[config.mk]
export PLATFORM = sky130hd
export DESIGN_NAME = uart_tx_fifo
export DESIGN_NICKNAME = d
export VERILOG_FILES = /design/src/rtl/uart_tx_fifo.sv
export SDC_FILE = /design/constraint.sdc
export NUM_CORES = 1
export LEC_CHECK = 0
export ABC_AREA = 1
export BUFFER_PORTS_ARGS = -buffer_cell sky130_fd_sc_hd__buf_2
export CORE_MARGIN = 3
export CORE_UTILIZATION = 40
export CTS_CLUSTER_SIZE = 12
export DETAILED_ROUTE_END_ITERATION = 12
export HOLD_SLACK_MARGIN = 0.02
export SLEW_MARGIN = 30
export SYNTH_ARGS = -nofsm -noshare
export SYNTH_HDL_FRONTEND = slang
export SYNTH_SLANG_ARGS = --single-unit
[constraint.sdc]
create_clock -name clk -period 2.8 [get_ports clk]
set_clock_uncertainty 0.2 [all_clocks]
set_input_delay 0.14 -clock clk [delete_from_list [all_inputs] [get_ports clk]]
set_output_delay 0.14 -clock clk [all_outputs]
set_load 0.02 [all_outputs]
[src/rtl/uart_tx_fifo.sv]
`default_nettype none
// ============================================================================
// Module      : uart_tx_fifo
// Description : Buffered UART transmitter. Words arrive on a valid/ready
//               stream, are queued in an internal FIFO, and are serialised
//               LSB first on tx as start / data / [parity] / stop frames.
//               The frame after a stop bit starts immediately when the FIFO
//               still holds data, so queued words go out back to back.
//
// Optional feature macro:
//   UART_TX_PARITY_EN  - inserts an even-parity bit after the data bits
//                        (frame = WORD_SIZE+3 bits instead of WORD_SIZE+2).
//                        The port list does not change.
//
// Parameters:
//   WORD_SIZE    data bits per frame
//   PULSE_WIDTH  clk cycles per bit, >= 2
//   FIFO_DEPTH   queue entries, power of two, >= 2
//
// Ports:
//   clk         system clock
//   rst         asynchronous active-high reset
//   in_valid    producer presents a word on in_data
//   in_data     word to transmit, sampled only on the accepting edge
//   in_ready    FIFO can accept a word (not full)
//   tx          serial line, idle high, registered
//   busy        a frame is in progress
//   fifo_count  words waiting in the FIFO (the word on the line excluded)
//   drop        in_valid while the FIFO is full; the word is lost
//
// Revision    : 1.0 - initial release
// ============================================================================
module uart_tx_fifo #(
    parameter int WORD_SIZE   = 8,
    parameter int PULSE_WIDTH = 434,
    parameter int FIFO_DEPTH  = 16
) (
    input  logic                        clk,
    input  logic                        rst,
    input  logic                        in_valid,
    input  logic [WORD_SIZE-1:0]        in_data,
    output logic                        in_ready,
    output logic                        tx,
    output logic                        busy,
    output logic [$clog2(FIFO_DEPTH):0] fifo_count,
    output logic                        drop
);

    // ------------------------------------------------------------------------
    // Derived constants
    // ------------------------------------------------------------------------
    localparam int c_AW = $clog2(FIFO_DEPTH);
    localparam int c_CW = $clog2(PULSE_WIDTH);
    localparam int c_BW = (WORD_SIZE > 1) ? $clog2(WORD_SIZE) : 1;

    localparam logic [c_CW-1:0] c_BAUD_LAST = c_CW'(PULSE_WIDTH - 1);
    localparam logic [c_BW-1:0] c_BIT_LAST  = c_BW'(WORD_SIZE - 1);
    localparam logic [c_CW-1:0] c_BAUD_ONE  = c_CW'(1);
    localparam logic [c_BW-1:0] c_BIT_ONE   = c_BW'(1);
    localparam logic [c_AW:0]   c_PTR_ONE   = (c_AW + 1)'(1);

    // ------------------------------------------------------------------------
    // FSM encoding
    // ------------------------------------------------------------------------
    localparam logic [2:0] c_ST_IDLE   = 3'd0;
    localparam logic [2:0] c_ST_START  = 3'd1;
    localparam logic [2:0] c_ST_DATA   = 3'd2;
`ifdef UART_TX_PARITY_EN
    localparam logic [2:0] c_ST_PARITY = 3'd3;
`endif
    localparam logic [2:0] c_ST_STOP   = 3'd4;

    // ------------------------------------------------------------------------
    // FIFO storage and pointers
    // ------------------------------------------------------------------------
    logic [WORD_SIZE-1:0] mem_q [FIFO_DEPTH];
    logic [c_AW:0]        wr_ptr_q;
    logic [c_AW:0]        wr_ptr_d;
    logic [c_AW:0]        rd_ptr_q;
    logic [c_AW:0]        rd_ptr_d;

    logic                 w_empty;
    logic                 w_full;
    logic                 w_push;
    logic                 w_pop;
    logic [WORD_SIZE-1:0] w_head;

    // ------------------------------------------------------------------------
    // Transmit datapath
    // ------------------------------------------------------------------------
    logic [2:0]           state_q;
    logic [2:0]           state_d;
    logic [c_CW-1:0]      baud_q;
    logic [c_CW-1:0]      baud_d;
    logic [c_BW-1:0]      bit_q;
    logic [c_BW-1:0]      bit_d;
    logic [WORD_SIZE-1:0] shift_q;
    logic [WORD_SIZE-1:0] shift_d;
    logic                 tx_q;
    logic                 tx_d;
    logic                 w_bit_end;
`ifdef UART_TX_PARITY_EN
    logic                 parity_q;
    logic                 parity_d;
`endif

    // The extra pointer bit separates "same slot, lapped" (full) from
    // "same slot, not lapped" (empty).
    assign w_empty = (wr_ptr_q == rd_ptr_q);
    assign w_full  = (wr_ptr_q[c_AW] != rd_ptr_q[c_AW]) &&
                     (wr_ptr_q[c_AW-1:0] == rd_ptr_q[c_AW-1:0]);
    assign w_push  = in_valid && !w_full;
    assign w_head  = mem_q[rd_ptr_q[c_AW-1:0]];

    assign w_bit_end = (baud_q == c_BAUD_LAST);

    assign in_ready   = !w_full;
    assign drop       = in_valid && w_full;
    assign fifo_count = wr_ptr_q - rd_ptr_q;
    assign busy       = (state_q != c_ST_IDLE);
    assign tx         = tx_q;

    // ------------------------------------------------------------------------
    // FIFO write port (storage is not reset; pointers define validity)
    // ------------------------------------------------------------------------
    always_ff @(posedge clk) begin
        if (w_push) begin
            mem_q[wr_ptr_q[c_AW-1:0]] <= in_data;
        end
    end

    always_comb begin
        wr_ptr_d = wr_ptr_q;
        rd_ptr_d = rd_ptr_q;
        if (w_push) begin
            wr_ptr_d = wr_ptr_q + c_PTR_ONE;
        end
        if (w_pop) begin
            rd_ptr_d = rd_ptr_q + c_PTR_ONE;
        end
    end

    // ------------------------------------------------------------------------
    // Frame sequencer
    //
    // tx_d is derived from the current state, so the line lags the state by
    // one cycle: a pop at edge N+1 moves to START and drives the start bit
    // from edge N+2. Every state still lasts exactly PULSE_WIDTH cycles, so
    // each bit on the line does too.
    // ------------------------------------------------------------------------
    always_comb begin
        state_d  = state_q;
        baud_d   = baud_q;
        bit_d    = bit_q;
        shift_d  = shift_q;
        tx_d     = 1'b1;
        w_pop    = 1'b0;
`ifdef UART_TX_PARITY_EN
        parity_d = parity_q;
`endif

        if (state_q != c_ST_IDLE) begin
            baud_d = w_bit_end ? '0 : (baud_q + c_BAUD_ONE);
        end

        case (state_q)
            c_ST_IDLE: begin
                tx_d = 1'b1;
                if (!w_empty) begin
                    w_pop    = 1'b1;
                    shift_d  = w_head;
                    baud_d   = '0;
                    bit_d    = '0;
                    state_d  = c_ST_START;
`ifdef UART_TX_PARITY_EN
                    parity_d = ^w_head;
`endif
                end
            end

            c_ST_START: begin
                tx_d = 1'b0;
                if (w_bit_end) begin
                    bit_d   = '0;
                    state_d = c_ST_DATA;
                end
            end

            c_ST_DATA: begin
                tx_d = shift_q[0];
                if (w_bit_end) begin
                    shift_d = shift_q >> 1;
                    if (bit_q == c_BIT_LAST) begin
                        bit_d   = '0;
`ifdef UART_TX_PARITY_EN
                        state_d = c_ST_PARITY;
`else
                        state_d = c_ST_STOP;
`endif
                    end else begin
                        bit_d = bit_q + c_BIT_ONE;
                    end
                end
            end

`ifdef UART_TX_PARITY_EN
            c_ST_PARITY: begin
                tx_d = parity_q;
                if (w_bit_end) begin
                    state_d = c_ST_STOP;
                end
            end
`endif

            c_ST_STOP: begin
                tx_d = 1'b1;
                if (w_bit_end) begin
                    // Chain straight into the next frame when data is waiting
                    // so there is no idle gap between stop and start bits.
                    if (!w_empty) begin
                        w_pop    = 1'b1;
                        shift_d  = w_head;
                        bit_d    = '0;
                        state_d  = c_ST_START;
`ifdef UART_TX_PARITY_EN
                        parity_d = ^w_head;
`endif
                    end else begin
                        state_d = c_ST_IDLE;
                    end
                end
            end

            default: begin
                tx_d    = 1'b1;
                baud_d  = '0;
                bit_d   = '0;
                state_d = c_ST_IDLE;
            end
        endcase
    end

    // ------------------------------------------------------------------------
    // State registers
    // ------------------------------------------------------------------------
    always_ff @(posedge clk or posedge rst) begin
        if (rst) begin
            wr_ptr_q <= '0;
            rd_ptr_q <= '0;
            state_q  <= c_ST_IDLE;
            baud_q   <= '0;
            bit_q    <= '0;
            shift_q  <= '0;
            tx_q     <= 1'b1;
`ifdef UART_TX_PARITY_EN
            parity_q <= 1'b0;
`endif
        end else begin
            wr_ptr_q <= wr_ptr_d;
            rd_ptr_q <= rd_ptr_d;
            state_q  <= state_d;
            baud_q   <= baud_d;
            bit_q    <= bit_d;
            shift_q  <= shift_d;
            tx_q     <= tx_d;
`ifdef UART_TX_PARITY_EN
            parity_q <= parity_d;
`endif
        end
    end

endmodule
`default_nettype wire
; ---- Word level (Yosys, flattened, before mapping)
; Memory sizes are Yosys's and may differ from the RTL's.
; Index checks and enable logic that the tools add are counted.
[word_totals]
regBits = 34
latch_bits = 0
mem_bits_rw = 128
romBits = 0
input_bits = 11
output_inout_bits = 9
n_memories = 1
[classes]
addsub = 5
n_mul = 0
n_div = 0
order_cmp = 0
eq_ne = 13
shift = 0
muxes = 27
bitwise_logic = 0
n_reduce_logical = 11
[mem_list]
columns = memory, depth, word_bits, read_ports, rd_clocked_by_memory_dff, wr, line
row1 = mem_q, 16, 8, 1, 0, 1, 76  ; logic [WORD_SIZE-1:0] mem_q [FIFO_DEPTH];
[ops]
columns = op, count
row1 = two-way mux 3 bit, 10
row2 = two-way mux 9 bit, 3
row3 = two-way mux 8 bit, 3
row4 = one-hot mux 3 bit (4 select lines), 2
row5 = one-hot mux 8 bit (3 select lines), 1
row6 = one-hot mux 9 bit (2 select lines), 1
row7 = "adder 5 x 1 -> 5 bit, second input constant", 2
row8 = "inequality test 2 bit, second input constant", 5
row9 = "adder 9 x 1 -> 9 bit, second input constant", 1
row10 = "equality test 9 bit, second input constant", 1
row11 = "equality test 3 bit, second input constant", 2
row12 = AND reduction 3 bit, 2
row13 = nonzero test 3 bit, 2
row14 = equality test 5 bit, 1
row15 = two-way mux 1 bit, 5
row16 = AND reduction 5 bit, 1
row17 = subtractor 5 bit, 1
row18 = equality test 4 bit, 1
row19 = one-hot mux 1 bit (2 select lines), 2
row20 = "adder 3 x 1 -> 3 bit, second input constant", 1
row21 = "equality test 3 x 1 -> 1 bit, second input constant", 1
row22 = "equality test 3 x 2 -> 1 bit, second input constant", 1
row23 = logical AND 1 bit, 3
row24 = logical NOT 3 bit, 1
row25 = 3 further kinds, 3

; ---- Longest topological paths before layout
[logic_depth]
ltp_word = 6
depth_mapped = 12
depth_no_buf = 10

; ---- Worst setup path after synthesis
; OpenSTA, ideal clock, no wires.
[synth_timing]
path_type = register -> register
startpoint = reg rd_ptr_q[1]
endpoint = mem mem_q[7][0] (enable)
setup_time_ps = 383
t_arrival_ps = 2123
setup_slack_ps = 93
path_stages_with_launch = 10
cell_sequence = dfrtp_1 > buf_2 > inv_1 > buf_2 > ha_1 > nand2_1 > nor2_4 > nand2_2 > nand2_4 > nor3_1
[synth_between]
elab_chain_len = 6
[synth_rtl]
columns = element, line
row1 = "start, declared", 79  ; logic [c_AW:0] rd_ptr_q;
row2 = "start signal, assigned", 260  ; rd_ptr_q <= rd_ptr_d;
row3 = equality test 4 bit, 111  ; (wr_ptr_q[c_AW-1:0] == rd_ptr_q[c_AW-1:0]);
row4 = logical AND 1 bit, 110  ; assign w_full = (wr_ptr_q[c_AW] != rd_ptr_q[c_AW]) &&
row5 = logical NOT 1 bit, --
row6 = named net in_ready, 42  ; output logic in_ready,
row7 = logical AND 1 bit, 112  ; assign w_push = in_valid && !w_full;
row8 = two-way mux 1 bit, 127  ; if (w_push) begin
row9 = two-way mux 1 bit (not written as such), 128  ; mem_q[wr_ptr_q[c_AW-1:0]] <= in_data;
row10 = "end, declared", 76
; The timed path passes the listed nets, and every way through them passes these cells.

; ---- Final worst setup path
[layout_timing]
startpoint = reg wr_ptr_q[0]
endpoint = out fifo_count[4]
[layout_between]
elab_chain_len = 1
[layout_rtl]
columns = element, line
row1 = "start, declared", 77  ; logic [c_AW:0] wr_ptr_q;
row2 = "start signal, assigned", 259  ; wr_ptr_q <= wr_ptr_d;
row3 = subtractor 5 bit, 119  ; assign fifo_count = wr_ptr_q - rd_ptr_q;
row4 = "end, declared", 45  ; output logic [$clog2(FIFO_DEPTH):0] fifo_count,
; No other way between the ends.

==> impl_metrics.xml <==
<?xml version="1.0" encoding="UTF-8"?>
<metrics>
  <group name="setup_path">
    <metric name="worstRegToRegCells" unit="">10</metric>
    <metric name="timing.critical_path.arrival" unit="ns">2.14</metric>
    <metric name="setup.worst_path.end_class" unit="">output port</metric>
    <metric name="start_kind" unit="">flip-flop</metric>
    <metric name="timing.critical_path.cells" unit="">inv_1, ha_1, fa_1, o21ai_0, xor2_1, buf_2</metric>
    <metric name="crit_type" unit="">reg -&gt; out</metric>
    <metric name="crit_path_max_fanout" unit="">4</metric>
    <metric name="worst_ep_required_time" unit="ns">2.46</metric>
    <metric name="cp_slowest_stage_delay" unit="ns">0.40</metric>
    <metric name="crit_path_slowest_cell" unit="">dfrtp_1</metric>
  </group>
  <group name="clock_network">
    <metric name="clock_sink_count" unit="">162</metric>
    <metric name="tritoncts" unit="">built</metric>
    <metric name="cts.hold.buffers_added" unit="">10</metric>
    <metric name="post_cts.resized_instances" unit="">0</metric>
    <metric name="clkSlewWorstSetupHoldPaths" unit="ns">0.07</metric>
    <metric name="insertion_delay" unit="ns">0.42</metric>
    <metric name="clock_tree.htree_level_count" unit="">4</metric>
    <metric name="post-cts-setup-buffer-count" unit="">0</metric>
    <metric name="ctsRootBufferMaster" unit="">clkbuf_16</metric>
    <metric name="cts_buffer_depth" unit="">2</metric>
    <metric name="cts-buffers-inserted" unit="">17</metric>
  </group>
  <group name="floorplanning">
    <metric name="placementRows" unit="">49</metric>
    <metric name="coreArea" unit="mm^2">0.0181</metric>
    <metric name="starting_utilization_of_the_core_area" unit="%">41.0</metric>
    <metric name="die_width" unit="um">142</metric>
    <metric name="floorplan.io_pins" unit="">20</metric>
    <metric name="die_height" unit="um">142</metric>
    <metric name="die_area" unit="mm^2">0.0203</metric>
  </group>
  <group name="power_and_ir_drop">
    <metric name="vdd_drop_max" unit="uV">456</metric>
    <metric name="static-leakage-power" unit="nW">3.83</metric>
    <metric name="power_density" unit="mW/mm^2">723</metric>
  </group>
  <group name="layout">
    <metric name="n_fill_cell" unit="">1710</metric>
    <metric name="num_antenna_cells" unit="">0</metric>
    <metric name="finish.net_count" unit="">843</metric>
    <metric name="drive_gt1_share" unit="%">11.6</metric>
    <metric name="syn_to_final_growth" unit="%">15.3</metric>
  </group>
  <group name="sta">
    <metric name="drv_slew" unit="">0</metric>
    <metric name="setup_viol_count_final" unit="">0</metric>
    <metric name="finalCriticalPeriod" unit="ns">2.48</metric>
    <metric name="worst_hold_slack" unit="ns">0.152</metric>
    <metric name="tightestPinTransition" unit="ns">0.466</metric>
    <metric name="final.period_utilization" unit="%">88.7</metric>
    <metric name="rsz0062_at_grt" unit="">no</metric>
    <metric name="achievable-frequency" unit="MHz">403</metric>
    <metric name="final_hold_viol_count" unit="">0</metric>
    <metric name="slew-limit-headroom" unit="%">68.8</metric>
    <metric name="final_critical_path_setup_slack" unit="ns">0.317</metric>
    <metric name="setup_tns" unit="ns">0</metric>
  </group>
  <group name="synth">
    <metric name="syn_area" unit="mm^2">0.00744</metric>
    <metric name="seq_area_frac_synth" unit="%">63.1</metric>
    <metric name="ys_ff_latch" unit="">162</metric>
    <metric name="synth.distinct_cells" unit="">32</metric>
    <metric name="postSynthNetCount" unit="">795</metric>
    <metric name="post_synth_inst_count" unit="">770</metric>
    <metric name="syn_area_per_cell" unit="um^2">9.67</metric>
    <metric name="synth-warning-count" unit="">0</metric>
  </group>
  <group name="global_routing">
    <metric name="grt_pass1_wl" unit="mm">27.2</metric>
    <metric name="grtUsageTotal" unit="%">17.7</metric>
    <metric name="vias_in_the_first_global_route" unit="">4959</metric>
    <metric name="pin_count_of_the_biggest_net_entering_global_routing" unit="">37</metric>
    <metric name="gr-total-overflow" unit="">0</metric>
    <metric name="antenna_found_initial" unit="">0</metric>
  </group>
  <group name="routing">
    <metric name="dr_total_vias" unit="">5056</metric>
    <metric name="drt-pass1-iter-count" unit="">5</metric>
    <metric name="routed_wirelength" unit="mm">16.7</metric>
    <metric name="detail_route.iter0.violations" unit="">363</metric>
    <metric name="detail_route.drc_violations" unit="">0</metric>
    <metric name="detail_route.wl_per_cell" unit="um">15.8</metric>
    <metric name="postRouteAntennaNets" unit="">0</metric>
    <metric name="detail_route.vias_per_cell" unit="">4.77</metric>
  </group>
  <group name="worst_hold_path">
    <metric name="worstHoldPathType" unit="">in -&gt; async</metric>
  </group>
  <group name="outcome">
    <metric name="outcome" unit="">finished, final reports clean</metric>
  </group>
  <group name="placed_design">
    <metric name="globalplace.congestion" unit="">0.841</metric>
    <metric name="place_hpwl" unit="mm">11.0</metric>
    <metric name="detailedPlace.worstSlack" unit="ns">0.423</metric>
    <metric name="portBuffers" unit="">19</metric>
  </group>
  <group name="flow_run">
    <metric name="max_cap_viol_count" unit="">0</metric>
  </group>
</metrics>
## critical path, delay by kind of cell, from the launching register on
family / cells / cell delay, ns
buffers and inverters: 2 / 0.30
adders and majority gates: 2 / 0.64
xor gates and xnor gates: 1 / 0.16
DFF: 1 / 0.40
AOI/OAI and AO/OA: 1 / 0.23
## layer usage
metal	global-route usage, %	vias to the layer above	routed length (um)
met5	0	-	0
li1	-	2566	-
met4	5.60	0	330
met2	28.8	112	8130
met1	24.4	2351	7580
met3	3.23	27	659
## logic make-up (layout without fill, tap and decap cells)
family / Yosys count / in the layout / share of synthesized area (%)
fa+ha+maj: 14 / 14 / 2.45
compound gates: 27 / 27 / 1.85
buf+inv: 140 / 201 / 7.52
xor+xnor: 12 / 12 / 1.51
flops: 162 / 162 / 63.1
simple gates: 415 / 415 / 23.6
## Yosys cell counts, drive strengths merged
cell	instances	area, um^2
a21oi	13	65.1
nor3	6	30.0
nand4	3	18.8
fa	1	20.0
dfstp	1	26.3
clkinv	1	3.75
dfrtp	33	826
nand2	252	961
ha	13	163
nor2	55	234
inv	114	428
or2	2	12.5
o21ai	13	65.1
nand3	97	498
xor2	7	61.3
edfxtp	128	3840
buf	20	109
o211ai	1	7.51
xnor2	5	51.3
clkbuf	5	18.8
## stage by stage
stage               util (%)  cells  area (um^2)  power (mW)
CTS                     47.3   1060         8580        6.25
global placement        43.5   1018         7890        3.92
floorplan                  -    770         7440        3.54
detailed placement      43.5   1018         7890        3.92
finish                  47.3   1060         8580        6.20
global route            47.3   1060         8580        6.48
## flip-flops by register name (all words and copies together) (netlist names)
register  cells
mem_q       128
baud_q        9
shift_q       8
rd_ptr_q      5
wr_ptr_q      5
bit_q         3
state_q       3
tx            1
## report_power, final
part	internal, mW	leakage [nW]	total [mW]	switching, mW
logic	0.313	1.96	0.957	0.644
clock network	1.34	0.286	2.32	0.987
registers	2.83	1.58	2.92	0.0893
## layout make-up
| cell class | instances | area [um^2] | share of cell area (%) |
|---|---|---|---|
| clock buffers | 17 | 425 | 4.96 |
| clock inverters | 15 | 173 | 2.01 |
| inverters | 115 | 432 | 5.03 |
| multi-input cells | 468 | 2190 | 25.5 |
| flip-flops and latches | 162 | 4700 | 54.7 |
| well taps | 229 | 287 | 3.34 |
| repair buffers | 54 | 383 | 4.46 |
## worst paths after layout
kind / from / end / slack (ns)
worst max-delay path: wr_ptr_q[0]$_DFFE_PP0P_ / fifo_count[4] / 0.32
min in group clk: shift_q[5]$_DFFE_PP0P_ / shift_q[5]$_DFFE_PP0P_ / 0.29
worst min-delay path: rst / rd_ptr_q[1]$_DFFE_PP0P_ / 0.15
worst min register to register: shift_q[5]$_DFFE_PP0P_ / shift_q[5]$_DFFE_PP0P_ / 0.29
worst max register to register: rd_ptr_q[2]$_DFFE_PP0P_ / mem_q[2][0]$_DFFE_PP_ / 0.39
max in group asynchronous: rst / tx$_DFF_PP1_ / 1.90
## cells in the final DEF, fill, tap and decap left out, types with 3 or more instances in the layout
cell and n:
nand4_1 3, nor3_1 6, edfxtp_1 128, nand2_1 248
nor2_1 48, inv_2 4, buf_4 25, nand3_1 96
nor2_2 5, buf_2 19, inv_1 110, ha_1 13
a21oi_1 13, o21ai_1 4, nand2_2 3, xor2_1 7
clkinvlp_4 3, inv_6 5, dlygate4sd3_1 10, dfrtp_1 32
clkbuf_16 17, o21ai_0 9, xnor2_1 4
Power figures use the tool's default switching activity.
